===== src/rtl/frame_schedule_controller_if.sv =====
// Command-FIFO read port between the RTIO command FIFO and the frame schedule controller.
// The controller owns the pop strobe; the FIFO supplies status and read data.
interface frame_schedule_controller_if #(
  parameter int FIFO_DEPTH = 9
) ();
  logic                  fifo_empty;
  logic [127:0]          fifo_dout;
  logic [FIFO_DEPTH-1:0] data_num;
  logic                  fifo_rd_en;

  modport master (
    output fifo_rd_en,
    input  fifo_empty,
    input  fifo_dout,
    input  data_num
  );

  modport slave (
    input  fifo_rd_en,
    output fifo_empty,
    output fifo_dout,
    output data_num
  );
endinterface


===== src/rtl/frame_schedule_controller.sv =====
// Timed frame-configuration sequencer: pops timestamped entries, waits for their time,
// then loads the new frame size on the frame boundary so it lands exactly on pixel (0,0).
module frame_schedule_controller #(
  parameter int BIT_WIDTH  = 12,
  parameter int BIT_HEIGHT = 11,
  parameter int FIFO_DEPTH = 9
) (
  input  logic                       rtio_clk,
  input  logic                       rtio_reset,
  input  logic                       auto_start,
  input  logic [63:0]                counter,
  frame_schedule_controller_if.master fifo,
  input  logic [BIT_WIDTH-1:0]       cx,
  input  logic [BIT_HEIGHT-1:0]      cy,
  input  logic [BIT_WIDTH-1:0]       screen_width,
  input  logic [BIT_HEIGHT-1:0]      screen_height,
  output logic [BIT_WIDTH-1:0]       frame_width,
  output logic [BIT_HEIGHT-1:0]      frame_height,
  output logic                       frame_update,
  output logic                       late_error,
  output logic                       busy
);

  typedef enum logic [2:0] {
    IDLE,
    FETCH,
    WAIT_TIME,
    WAIT_FRAME,
    APPLY
  } state_t;

  state_t state;
  state_t state_next;

  logic [63:0]           ts_q;
  logic                  imm_q;
  logic [BIT_WIDTH-1:0]  width_q;
  logic [BIT_HEIGHT-1:0] height_q;

  logic [63:0]           entry_ts;
  logic                  entry_imm;
  logic [BIT_WIDTH-1:0]  entry_width;
  logic [BIT_HEIGHT-1:0] entry_height;
  logic [BIT_WIDTH-1:0]  clamp_width;
  logic [BIT_HEIGHT-1:0] clamp_height;

  logic boundary;
  logic time_ok;

  // data_num is occupancy for software visibility only; the spare entry bits carry nothing.
  logic [FIFO_DEPTH-1:0] unused_data_num;
  logic                  unused_bits;
  assign unused_data_num = fifo.data_num;
  assign unused_bits     = ^{unused_data_num, fifo.fifo_dout};

  assign entry_ts     = fifo.fifo_dout[63:0];
  assign entry_width  = fifo.fifo_dout[64 +: BIT_WIDTH];
  assign entry_height = fifo.fifo_dout[96 +: BIT_HEIGHT];
  assign entry_imm    = fifo.fifo_dout[127];

  // A zero or oversized request falls back to the full screen dimension.
  assign clamp_width  = (entry_width == '0 || entry_width > screen_width)
                        ? screen_width : entry_width;
  assign clamp_height = (entry_height == '0 || entry_height > screen_height)
                        ? screen_height : entry_height;

  assign boundary = (cx == screen_width  - BIT_WIDTH'(1)) &&
                    (cy == screen_height - BIT_HEIGHT'(1));
  assign time_ok  = imm_q || (counter >= ts_q);

  // NOTE: sequential state uses non-blocking assignments so every flop samples pre-edge values.
  always_ff @(posedge rtio_clk) begin
    if (rtio_reset) state <= IDLE;
    else            state <= state_next;
  end

  // NOTE: default assignment first so no path through the case leaves a latch behind.
  always_comb begin
    state_next = state;
    case (state)
      IDLE:       if (auto_start && !fifo.fifo_empty) state_next = FETCH;
      FETCH:      state_next = WAIT_TIME;
      WAIT_TIME:  if (time_ok) state_next = boundary ? APPLY : WAIT_FRAME;
      WAIT_FRAME: if (boundary) state_next = APPLY;
      APPLY:      state_next = IDLE;
      default:    state_next = IDLE;
    endcase
  end

  always_comb begin
    fifo.fifo_rd_en = 1'b0;
    frame_update    = 1'b0;
    busy            = 1'b1;
    case (state)
      IDLE: begin
        busy            = 1'b0;
        fifo.fifo_rd_en = auto_start && !fifo.fifo_empty && !rtio_reset;
      end
      APPLY:   frame_update = 1'b1;
      default: ;
    endcase
  end

  // Active size loads on the boundary edge itself, so it is already valid during APPLY,
  // which coincides with pixel (0,0).
  always_ff @(posedge rtio_clk) begin
    if (rtio_reset) begin
      ts_q         <= '0;
      imm_q        <= 1'b0;
      width_q      <= '0;
      height_q     <= '0;
      frame_width  <= '0;
      frame_height <= '0;
      late_error   <= 1'b0;
    end else begin
      if (state == FETCH) begin
        ts_q     <= entry_ts;
        imm_q    <= entry_imm;
        width_q  <= clamp_width;
        height_q <= clamp_height;
        if (!entry_imm && counter > entry_ts) late_error <= 1'b1;
      end
      if (state_next == APPLY) begin
        frame_width  <= width_q;
        frame_height <= height_q;
      end
    end
  end

endmodule


===== src/flat_wrapper.sv =====
// flat-port wrapper written by rule: the top's interface ports become plain ports
module frame_schedule_controller_flat 
#(
  parameter int BIT_WIDTH  = 12,
  parameter int BIT_HEIGHT = 11,
  parameter int FIFO_DEPTH = 9
)
  (rtio_clk, rtio_reset, auto_start, counter, cx, cy, screen_width, screen_height, frame_width, frame_height, frame_update, late_error, busy, fifo_fifo_rd_en, fifo_fifo_empty, fifo_fifo_dout, fifo_data_num);
  frame_schedule_controller_if #(.FIFO_DEPTH(FIFO_DEPTH)) fifo_i ();
  input  logic rtio_clk;
  input  logic rtio_reset;
  input  logic auto_start;
  input  logic [63:0] counter;
  input  logic [BIT_WIDTH-1:0] cx;
  input  logic [BIT_HEIGHT-1:0] cy;
  input  logic [BIT_WIDTH-1:0] screen_width;
  input  logic [BIT_HEIGHT-1:0] screen_height;
  output logic [BIT_WIDTH-1:0] frame_width;
  output logic [BIT_HEIGHT-1:0] frame_height;
  output logic frame_update;
  output logic late_error;
  output logic busy;
  output wire logic [$bits(fifo_i.fifo_rd_en)-1:0] fifo_fifo_rd_en;
  input wire logic [$bits(fifo_i.fifo_empty)-1:0] fifo_fifo_empty;
  input wire logic [$bits(fifo_i.fifo_dout)-1:0] fifo_fifo_dout;
  input wire logic [$bits(fifo_i.data_num)-1:0] fifo_data_num;
  assign fifo_fifo_rd_en = fifo_i.fifo_rd_en;
  assign fifo_i.fifo_empty = fifo_fifo_empty;
  assign fifo_i.fifo_dout = fifo_fifo_dout;
  assign fifo_i.data_num = fifo_data_num;
  frame_schedule_controller #(.BIT_WIDTH(BIT_WIDTH), .BIT_HEIGHT(BIT_HEIGHT), .FIFO_DEPTH(FIFO_DEPTH)) u_core (.rtio_clk(rtio_clk), .rtio_reset(rtio_reset), .auto_start(auto_start), .counter(counter), .fifo(fifo_i), .cx(cx), .cy(cy), .screen_width(screen_width), .screen_height(screen_height), .frame_width(frame_width), .frame_height(frame_height), .frame_update(frame_update), .late_error(late_error), .busy(busy));
endmodule

===== config.mk =====
export PLATFORM = sky130hd
export DESIGN_NAME = frame_schedule_controller_flat
export DESIGN_NICKNAME = d
export VERILOG_FILES = /design/src/rtl/frame_schedule_controller_if.sv /design/src/rtl/frame_schedule_controller.sv /design/src/flat_wrapper.sv
export SDC_FILE = /design/constraint.sdc
export NUM_CORES = 1
export LEC_CHECK = 0
export CELL_PAD_IN_SITES_DETAIL_PLACEMENT = 0
export CELL_PAD_IN_SITES_GLOBAL_PLACEMENT = 2
export CORE_AREA = 2 2 182 184
export DETAILED_ROUTE_END_ITERATION = 8
export DIE_AREA = 0 0 184 186
export HOLD_SLACK_MARGIN = 0.08
export PLACE_DENSITY = 0.85
export SYNTH_ARGS = -nofsm -noshare
export SYNTH_HDL_FRONTEND = slang
export SYNTH_SLANG_ARGS = --single-unit

===== constraint.sdc =====
create_clock -name rtio_clk -period 7.26 [get_ports rtio_clk]
set_input_delay 1.452 -clock rtio_clk [delete_from_list [all_inputs] [get_ports rtio_clk]]
set_output_delay 1.452 -clock rtio_clk [all_outputs]
set_load 0.02 [all_outputs]

# Word-level counts from Yosys, hierarchy flattened
# Cells that the tools add are included.
# op_classes
mux,10
reduce_logical,14
n_eq_ne,7
n_addsub,2
magnitude_cmp,4
# op_table
cell,count
greater-or-equal comparator 64 bit,1
greater-than comparator 64 bit,1
equality test 12 bit,1
greater-than comparator 12 bit,1
zero test 12 bit,1
two-way mux 12 bit,1
two-way mux 3 bit,4
one-hot mux 3 bit (4 select lines),1
subtractor 12 x 1 -> 12 bit (second input constant),1
equality test 11 bit,1
greater-than comparator 11 bit,1
zero test 11 bit,1
two-way mux 11 bit,1
subtractor 11 x 1 -> 11 bit (second input constant),1
equality test 3 x 2 -> 1 bit (second input constant),2
equality test 3 bit (second input constant),2
logical AND 1 bit,4
equality test 3 x 1 -> 1 bit (second input constant),1
zero test 1 bit,3
zero test 3 bit,1
logical OR 1 bit,3
two-way mux 1 bit,3
AND reduction 2 bit,1
# totals
reg_bits,115

# Logic depth before layout (Yosys ltp)
# depth
depth_word,7
depth_mapped,11
depth_no_buf,9

# Least setup slack after synthesis
# OpenSTA, ideal clock, no wires.
# synth_path
kind,input to register
from,input screen_width[1]
to,register u_core.frame_height[0]
setup_time_ns,0.072
cell_stages,10
slack_ns,3.569
arrival_time_ns,3.620
required_ns,7.188
path_cell_list,inv_1 -> ha_1 -> nor3b_1 -> nand3_1 -> xnor2_1 -> nor4b_1 -> nand4_2 -> a2111oi_4 -> buf_6 -> mux2i_1
# synth_via
elab_chain_cells,7
word_cells_on_any_way,8
classes_between,1 x add/sub; 2 x eq/ne; 4 x mux; 1 x reduce/logical
# synth_rtl
item,line_no,source
"start, declared",flat_wrapper.sv:16,input logic [BIT_WIDTH-1:0] screen_width;
subtractor 12 x 1 -> 12 bit (*),frame_schedule_controller.sv:67,assign boundary = (cx == screen_width - BIT_WIDTH'(1)) &&
equality test 12 bit (*),frame_schedule_controller.sv:67,
logical AND 1 bit (*),frame_schedule_controller.sv:67,
two-way mux 3 bit (2 in a row),frame_schedule_controller.sv:83,WAIT_TIME: if (time_ok) state_next = boundary ? APPLY : WAIT_FRAME;
one-hot mux 3 bit (4 select lines) (*),frame_schedule_controller.sv:80,case (state)
equality test 3 bit (*),frame_schedule_controller.sv:123,if (state_next == APPLY) begin
"end signal, assigned",frame_schedule_controller.sv:125,frame_height <= height_q;
"end, declared",frame_schedule_controller.sv:18,"output logic [BIT_HEIGHT-1:0] frame_height,"
# Mark *: on every way between the ends. The rest lies on a longest branch, timed or not.
# A chain may end at the register's enable or synchronous reset.

# Worst setup path after layout
# layout_path
from,input screen_width[0]
to,register u_core.frame_height[1]
# Same word-level chain as after synthesis.

==> qor.txt <==
Status: finished, final reports clean
Yosys top cell area share: 25.0%
Netlist Area Pre-Place: 9200 sq um
Worst-path fanout max: 11
Largest area contributor in the netlist: dfxtp_1
Hold Crit Class: reg2reg
Final layout net count: 1801
Type of destination of the critical path: register
Vias per inst: 4.80
Total CTS buffers: 17
Core footprint: 32200 sq um
Initial antenna violation count: 0
Post-synth EDFFs: 0
Fmax: 0.225 GHz
Setup violation total in the final timing report: 0
First-pass iteration count of the detailed router: 5
PD cells: 163 nW/um^2
FP Rows: 66
Post-DRT Antenna Nets: 0
Share of layout cells above drive strength 1: 4.26%
DP Area: 11900 sq um
Syn_area_per_cell: 7.74 sq um
Fillers: 3364
Drt initial violations: 381
Grt ovf: 0
Ports: 278
Vias in the first global route: 8462
Sum Neg Setup Slack: 0 ns
Area Growth Syn to Fin: 35.3%
Clock sinks: 115
Synth unique cells: 65
Post-Syn Nets: 1592
Min cycle time layout: 4.45 ns
Yosys warns: 0
Remaining DRCs: 0
Crit path DAT: 4.79 ns
Hpwl dp: 22400 microns
Peak VDD IR: 0.151 mV
Vias: 8723
Final WL: 28500 microns
Crit start category: input port
Htree depth: 4
Port bufs: 228
Antenna Cells: 0
Ys async rst share: 0%
Fin. max-slew vios: 0
Total Routing Usage GR: 16.6%
Die ar.: 34200 sq um
Met2 wire length: 13300 microns
Post-CTS Hold Buffers: 0
CTS Buffer Depth: 2
Tcrit/Tclk final: 61.3%
Worst EP required: 7.60 ns
Post-synthesis sequential area ratio: 25.0%
Clock Latency Late Sink: 0.43 ns
Max incr delay on CP: 0.57 ns
Largest net degree at the start of global routing: 90
Clk root buf: clkbuf_16
Synth Instances: 1188
Max_cap viols: 0
Initial Util: 28.6%
Clock transition at the registers of the reported paths: 0.06 ns
GP Congestion: 0.842
Met1 wire length: 13700 microns
# resized after CTS: 0
Pwr Total: 2030 uW
Final instance area: 12400 sq um
Leak pwr: 0.00505 uW
Post-CTS Setup Bufs: 0
DR WL/cell: 15.7 microns
CTS tree: yes
Die H: 186 microns
Slew headroom: 23.6%
Cell chain of the critical path: clkdlybuf4s50_1 -> inv_1 -> ha_1 -> nor3b_1 -> nand3_1 -> xnor2_1 -> nor4b_1 -> nand4_2 -> a2111oi_4 -> buf_4 -> mux2i_1
First-pass GRT wire length: 44400 microns
RSZ-0062 raised after global routing: false
Slowest CP cell: clkdlybuf4s50_1
Crit Path Category: in2reg
Die W: 184 microns
Max Clock Skew: 0.0182 ns
Worst Tran Pin Value: 1.15 ns
Met3 WL post-DR: 1030 microns
Ys flop type: dfxtp_1
Endpoints failing hold: 0
Post-synthesis register bit count: 115
Top Metal Used: met4
Ranking of synthesized cells by area: dfxtp_1, ha_1, a21oi_1
[registers in the layout (all words and copies together) (netlist names)]
| signal | cells |
|---|---|
| u_core.frame_height | 11 |
| u_core.state | 3 |
| u_core.ts_q | 64 |
| u_core.frame_width | 12 |
| u_core.width_q | 12 |
| u_core.imm_q | 1 |
| u_core.height_q | 11 |
| u_core.late_error | 1 |
[critical path: cells and delay by family]
family	cells	cell delay, ns
AO/OA/AOI/OAI	1	0.38
AND/OR/NAND/NOR	4	1.35
adder cells (fa/ha/maj)	1	0.19
XOR/XNOR	1	0.19
multiplexers	1	0.22
buffers and inverters	3	1.00
[cells in the final DEF (no fill, tap or decap), drive strengths merged, types with 7 or more instances in the layout]
| cell type | count |
|---|---|
| dfxtp | 115 |
| nor3 | 16 |
| nand3 | 12 |
| a21oi | 124 |
| nor4 | 26 |
| and4 | 9 |
| nand4 | 32 |
| a21o | 26 |
| inv | 164 |
| nor2 | 46 |
| a211oi | 29 |
| nor2b | 9 |
| clkdlybuf4s50 | 227 |
| nand2 | 160 |
| xnor2 | 14 |
| o21bai | 13 |
| or2b | 20 |
| nand2b | 31 |
| xor2 | 14 |
| clkbuf | 18 |
| mux2i | 25 |
| ha | 153 |
| buf | 7 |
| o21ai | 43 |
[worst paths after layout]
path                   startpoint                      to  slack (ns)  cells past startpoint
setup / recovery  screen_width[0]  u_core.frame_height[1]        2.81                     11
hold / removal    u_core.ts_q[31]         u_core.ts_q[31]        0.45                      2
setup reg to reg  u_core.ts_q[42]  u_core.frame_height[1]        4.12                     10
hold reg to reg   u_core.ts_q[31]         u_core.ts_q[31]        0.45                      2
[per-layer routing]
metal / up-vias / GRT usage (%)
met5: - / 0
met4: 0 / 4.83
met3: 22 / 2.02
met2: 178 / 28.1
met1: 3982 / 22.2
li1: 4541 / -
[logic make-up (layout without fill, tap and decap cells)]
logic type      after synthesis  count (layout)  share of synthesized area (%)
xor+xnor                     28              28                           2.67
fa+ha+maj                   153             153                           20.8
buf+inv                     204             426                           8.58
compound gates              275             275                           18.6
mux                          25              25                           2.72
simple gates                388             388                           21.6
flops                       115             115                           25.0
[cell usage after synthesis, types with 12 or more instances]
cell      instances
inv_1           160
nor2_1           46
nor3_1           14
nand3_1          12
a21oi_1         124
or2b_1           20
xor2_1           14
o21ai_0          41
nand2b_1         30
nand2_1         160
a211oi_1         28
dfxtp_1         115
o21bai_1         13
ha_1            153
a21o_1           26
nor4_1           25
clkbuf_1         38
nand4_1          31
xnor2_1          14
mux2i_1          25
[area by class of cell]
type	instances	area (sq um)	share of cell area (%)
multi-input combinational	869	6120	49.1
sequential	115	2300	18.5
clock buffer	18	439	3.53
clock inverter	14	154	1.24
tap	408	510	4.10
timing repair buffer	234	2320	18.7
inverter	160	601	4.83
[stage by stage]
stage	hold slack [ns]	utilization [%]	setup WS, ns	instances
5_1_grt	0.467	38.6	2.60	1818
3_3_place_gp	0.443	36.8	2.48	1786
2_1_floorplan	0.436	-	3.57	1188
6_report	0.453	38.6	2.81	1818
3_5_place_dp	0.446	36.8	2.41	1786
4_1_cts	0.455	38.6	2.83	1818
[where the power goes]
group          switching, uW  internal [uW]
registers               17.1            664
clock network            334            518
logic                    255            243
total                    606           1420
Power figures use the tool's default switching activity.
